**config.mk**
```make
export PLATFORM = sky130hd
export DESIGN_NAME = fetch_unit
export DESIGN_NICKNAME = d
export VERILOG_FILES = /design/src/rtl/fetch_unit.sv
export SDC_FILE = /design/constraint.sdc
export NUM_CORES = 1
export LEC_CHECK = 0
export ABC_AREA = 1
export CORE_ASPECT_RATIO = 0.5
export CORE_MARGIN = 10
export CORE_UTILIZATION = 55
export CTS_CLUSTER_SIZE = 16
export DETAILED_ROUTE_END_ITERATION = 7
export HOLD_SLACK_MARGIN = 0.03
export PLACE_DENSITY = 0.91
export SLEW_MARGIN = 5
export SYNTH_ARGS = -nofsm -noshare
export SYNTH_HDL_FRONTEND = slang
export SYNTH_SLANG_ARGS = --single-unit
```
**constraint.sdc**
```tcl
create_clock -name clk -period 3.6 [get_ports clk]
set_clock_uncertainty 0.05 [all_clocks]
set_input_delay 0.36 -clock clk [delete_from_list [all_inputs] [get_ports clk]]
set_output_delay 0.36 -clock clk [all_outputs]
set_load 0.05 [all_outputs]
```
**src/rtl/fetch_unit.sv**
```systemverilog
// IF stage and IF/ID pipeline register of the 5-stage MIPS core: PC, IM address, redirect for beq/j/jal/jr.
// Build option FETCH_FLUSH_ON_TAKEN_EN: squash the wrong-path word on a taken redirect (no delay slot).
module fetch_unit #(
    parameter logic [31:0] RESET_PC  = 32'h0000_3000,
    parameter logic [31:0] NOP_INSTR = 32'h0000_0000
) (
    input  logic        clk,
    input  logic        reset,
    input  logic        stall,
    input  logic [1:0]  npc_op,
    input  logic        cmpout,
    input  logic [31:0] rs_val,
    input  logic [31:0] instr_f,
    output logic [31:0] pc_f,
    output logic [31:0] instr_d,
    output logic [31:0] pc_d,
    output logic [31:0] pc4_d,
    output logic        valid_d,
    output logic        misalign_f
);

    localparam logic [1:0] NPC_SEQ = 2'b00;
    localparam logic [1:0] NPC_BR  = 2'b01;
    localparam logic [1:0] NPC_J   = 2'b10;
    localparam logic [1:0] NPC_JR  = 2'b11;

    logic [31:0] pc_f_q, pc_f_d;
    logic [31:0] instr_d_q, instr_d_d;
    logic [31:0] pc_d_q, pc_d_d;
    logic [31:0] pc4_d_q, pc4_d_d;
    logic        valid_d_q, valid_d_d;

    logic        taken;
    logic [31:0] target;
    logic [31:0] pc_f_plus4;
    logic [31:0] br_off;

    // Redirect is decided from the instruction currently held in ID.
    always_comb begin
        pc_f_plus4 = pc_f_q + 32'd4;
        br_off     = {{14{instr_d_q[15]}}, instr_d_q[15:0], 2'b00};
        taken      = 1'b0;
        target     = pc_f_plus4;
        case (npc_op)
            NPC_BR: begin
                taken  = cmpout;
                target = pc4_d_q + br_off;
            end
            NPC_J: begin
                taken  = 1'b1;
                target = {pc4_d_q[31:28], instr_d_q[25:0], 2'b00};
            end
            NPC_JR: begin
                taken  = 1'b1;
                target = rs_val;
            end
            default: begin
                taken  = 1'b0;
                target = pc_f_plus4;
            end
        endcase
    end

    // A stall freezes everything; the branch stays in ID and is re-evaluated later.
    always_comb begin
        pc_f_d    = pc_f_q;
        instr_d_d = instr_d_q;
        pc_d_d    = pc_d_q;
        pc4_d_d   = pc4_d_q;
        valid_d_d = valid_d_q;
        if (!stall) begin
            pc_f_d    = taken ? target : pc_f_plus4;
            instr_d_d = instr_f;
            pc_d_d    = pc_f_q;
            pc4_d_d   = pc_f_plus4;
            valid_d_d = 1'b1;
`ifdef FETCH_FLUSH_ON_TAKEN_EN
            if (taken) begin
                instr_d_d = NOP_INSTR;
                pc_d_d    = 32'd0;
                pc4_d_d   = 32'd0;
                valid_d_d = 1'b0;
            end
`endif
        end
    end

    always_ff @(posedge clk) begin
        if (reset) begin
            pc_f_q    <= RESET_PC;
            instr_d_q <= NOP_INSTR;
            pc_d_q    <= 32'd0;
            pc4_d_q   <= 32'd0;
            valid_d_q <= 1'b0;
        end else begin
            pc_f_q    <= pc_f_d;
            instr_d_q <= instr_d_d;
            pc_d_q    <= pc_d_d;
            pc4_d_q   <= pc4_d_d;
            valid_d_q <= valid_d_d;
        end
    end

    assign pc_f       = pc_f_q;
    assign instr_d    = instr_d_q;
    assign pc_d       = pc_d_q;
    assign pc4_d      = pc4_d_q;
    assign valid_d    = valid_d_q;
    assign misalign_f = |pc_f_q[1:0];

endmodule

```
After elaboration in Yosys (flattened, before gate mapping)

Index checks and enable logic that the tools add are counted.

Flip-flop bits (word level): 129
Input bits: 70

Add/sub/neg operators: 2
Equal/unequal tests: 3
Multiplexer cells: 3
Reduce and logical (&&, ||, !) cells: 2

Operators with widths:

| kind                                                 | number |
|---|---|
| one-hot mux 32 bit (3 select lines)                  | 1 |
| adder 32 x 3 -> 32 bit (second input constant)       | 1 |
| adder 32 bit                                         | 1 |
| two-way mux 32 bit                                   | 1 |
| equality test 2 bit (second input constant)          | 2 |
| OR reduction 2 bit                                   | 2 |
| equality test 2 x 1 -> 1 bit (second input constant) | 1 |
| one-hot mux 1 bit (2 select lines)                   | 1 |

Longest topological paths before layout

Depth in word-level cells: 4
Depth in mapped cells: 15

Least setup slack after synthesis

OpenSTA, ideal clock, no wires.

Path type: register -> register
Start point: register pc4_d_q[2], in the netlist pc4_d[2]
End point: register pc_f_q[18], in the netlist pc_f[18]
Arrival: 2.208 ns
Required time: 3.422 ns
Setup slack: 1.214 ns
Stages on the path, launching flop included: 16
Period minus slack after synthesis: 2.386 ns
Path through: dfxtp_1 -> ha_1 -> inv_1 -> fa_1 -> inv_1 -> nand3_1 -> nand3_1 -> nand2_1 -> nand3_1 -> nand2_1 -> nand2_1 -> nand2_1 -> nand3_1 -> nand2_1 -> o21ai_1 -> a21oi_1

Cells in the longest elaborated chain, start to end: 3

Ends and longest elaborated chain:

| what                                | RTL line | text |
|---|---|---|
| start, declared                     | 30       | `logic [31:0] pc4_d_q, pc4_d_d;` |
| start signal, assigned              | 99       | `pc4_d_q <= pc4_d_d;` |
| adder 32 bit                        | 47       | `target = pc4_d_q + br_off;` |
| one-hot mux 32 bit (3 select lines) | 44       | `case (npc_op)` |
| two-way mux 32 bit                  | 72       | `pc_f_d = taken ? target : pc_f_plus4;` |
| end signal, assigned                | 96       | `pc_f_q <= pc_f_d;` |
| end, declared                       | 27       | `logic [31:0] pc_f_q, pc_f_d;` |

No other way between the ends.
A chain may end at the register's enable or synchronous reset.

Final worst setup path

Start point: register instr_d_q[15], in the netlist instr_d[15]
End point: register pc_f_q[30], in the netlist pc_f[30]

Cells in the longest elaborated chain, start to end: 3

Ends and longest elaborated chain:

| what                                | RTL line | text |
|---|---|---|
| start, declared                     | 28       | `logic [31:0] instr_d_q, instr_d_d;` |
| start signal, assigned              | 97       | `instr_d_q <= instr_d_d;` |
| adder 32 bit                        | 47       |  |
| one-hot mux 32 bit (3 select lines) | 44       |  |
| two-way mux 32 bit                  | 72       |  |

No other way between the ends.

==> out/qor.yml <==
postCtsHoldBufs: 0
start_util_pct: 56.7
cts_max_level: 4
cts_max_path_buffers: 2
hold_class: "in -> reg"
cp.arrival_ps: 2930
cp_common_cell: "nand2_1"
critical-path-top-delay-family: "simple AND/OR/NAND/NOR gates"
cts-root-buf: "clkbuf_16"
status: "finished, final reports clean"
die_area_um2: 20700
synth_flop_cell: "dfxtp_1"
max_slew_margin_pct: 38.7
power_per_cell_area_nw_per_um2: 429
syn_area_um2: 8280
grt_usage_pct: 32.8
cts_tree: "yes"
num_rows: 31
crit_buf_inv: 1
vias: 10000
dpl.hpwl_um: 27900
critical_path_class: "reg -> reg"
cp-start-kind: "register"
tightest_slew_ps: 919
cp_slowest_cell: "dfxtp_1"
layout-drive-gt1-share_pct: 7.40
final_cell_mix: "nand2_1 (304), clkdlybuf4s50_1 (198), inv_1 (175)"
critPathRequiredTime_ps: 3850
pre_cts_ws_ps: 769
synthArstFlopShare_pct: 0
finalWirelength_um: 35900
diodes: 0
port_buffers: 199
cts.sinks: 127
yosys_warnings: 0
cts_resized: 0
antenna_found_initial: 1
ys_seq_elements: 127
worst_path_largest_cell_delay_ps: 710
drt_pass1_iterations: 6
area_growth_pct: 32.1
ios: 200
clk_pin_slew_ps: 60
die_y_um: 107
clk_latency_ps: 430
setup_viol: 0
worstPathCellList: "ha_1 -> nand2_1 -> inv_1 -> a21oi_1 -> nand2_1 -> a21oi_1 -> nand3_1 -> nand3_1 -> nand2_1 -> nand2_1 -> a21oi_2"
drc_errors: 0
max_freq_mhz: 373
worst-path-max-fanout: 15
cts_setup_buffers: 0
grt_overflow_total: 0
grt_pass1_vias: 9194
grt_max_degree: 95
first_iter_violations: 1610
crit_path_end_kind: "register"
wl_per_cell_um: 21.3
seq_area_frac_synth_pct: 30.7
coreArea_um2: 14600
placed_cells: 1653
synth.net_count: 1403
synth_top_area_share_pct: 30.7
fin_crit_ps: 2680
synth_area_leaders: "dfxtp_1 (31%), nand2_1 (14%), inv_1 (8.0%)"
peakVddDrop_uv: 376
routed_via_density: 5.95
fin_nets: 1575
whs_ps: 251
worst_slack_ps: 920
ant_nets: 0
final_common_cell: "nand2_1"
synth-edff-count: 0
syn_avg_cell_area_um2: 6.36
drv_slew: 0
hold_viol: 0
stdcell_count: 1685
die_w_um: 194
gp_congestion: 1.05
rsz0062_at_grt: "no"
synth.distinct_cells: 49
numCtsBuffers: 17
syn_inst: 1302
post-route-period-util_pct: 74.4
fill_cells: 1119
setup_tns_ps: 0
yosysTopAreaCell: "dfxtp_1"
cellLeakagePower_nw: 5.09
grt_pass1_wl_um: 53900
drv_cap: 0
-- state kept, by name (all words and copies together) (netlist names) --
| name | cells |
|---|---|
| pc4_d | 30 |
| pc_f | 32 |
| pc_d | 32 |
| valid_d | 1 |
| instr_d | 32 |
-- power breakdown --
group          total [mW]  internal [mW]  switching [mW]
combinational        1.33          0.432           0.903
sequential           1.66           1.51           0.152
clock                1.70          0.981           0.717
total                4.69           2.92            1.77
-- cells in the mapped netlist, drive strengths merged (4+ instances only) --
cell type,instances
or2,9
o211ai,16
nand2,313
ha,30
o21ai,116
xor2,15
clkbuf,38
and2,4
nand3,95
a21oi,94
nor3,18
a221oi,23
inv,192
dfxtp,127
nor2,152
buf,17
nand4,21
-- worst paths after layout --
check	from	slack [ps]	to	depth (start not counted)
min	stall	250	instr_d[1]	2
min reg2reg	instr_d[20]	420	instr_d[20]	2
max	instr_d[15]	920	pc_f[30]	11
max reg2reg	instr_d[15]	920	pc_f[30]	11
-- cell families (layout without fill, tap and decap cells) --
kind of cell | after synthesis | in the layout | share of synthesized area, %
simple gates | 618 | 618 | 33.2
xor+xnor | 15 | 15 | 1.59
compound gates | 263 | 263 | 18.1
buf+inv | 248 | 433 | 11.6
flops | 127 | 127 | 30.7
fa+ha+maj | 31 | 31 | 4.77
-- layout make-up --
type                            count  area, µm²  area share [%]
Clock buffer                       19        443            4.05
Clock inverter                     13        129            1.18
Inverter                          193        727            6.64
Multi-Input combinational cell    927       4790            43.7
Sequential cell                   127       2540            23.2
Tap cell                          198        248            2.26
Timing Repair Buffer              208       2070            18.9
-- stage by stage --
step	cell area, µm²	utilization, %	power [mW]
final	10900	74.8	4.69
after global routing	10900	74.8	4.81
after CTS	10900	74.8	4.64
after detailed placement	10400	70.9	2.97
after global placement	10400	70.9	2.95
after floorplan	8280	-	2.45
-- metal layers --
layer,part of all wire [%],global-route usage (%),vias to the layer above
met5,0.036,0,-
li1,-,-,4581
met1,39,41.7,4639
met3,14,11.8,104
met2,43,51.1,704
met4,3.1,10.1,2
No activity file was read; power rests on OpenSTA's default activity.
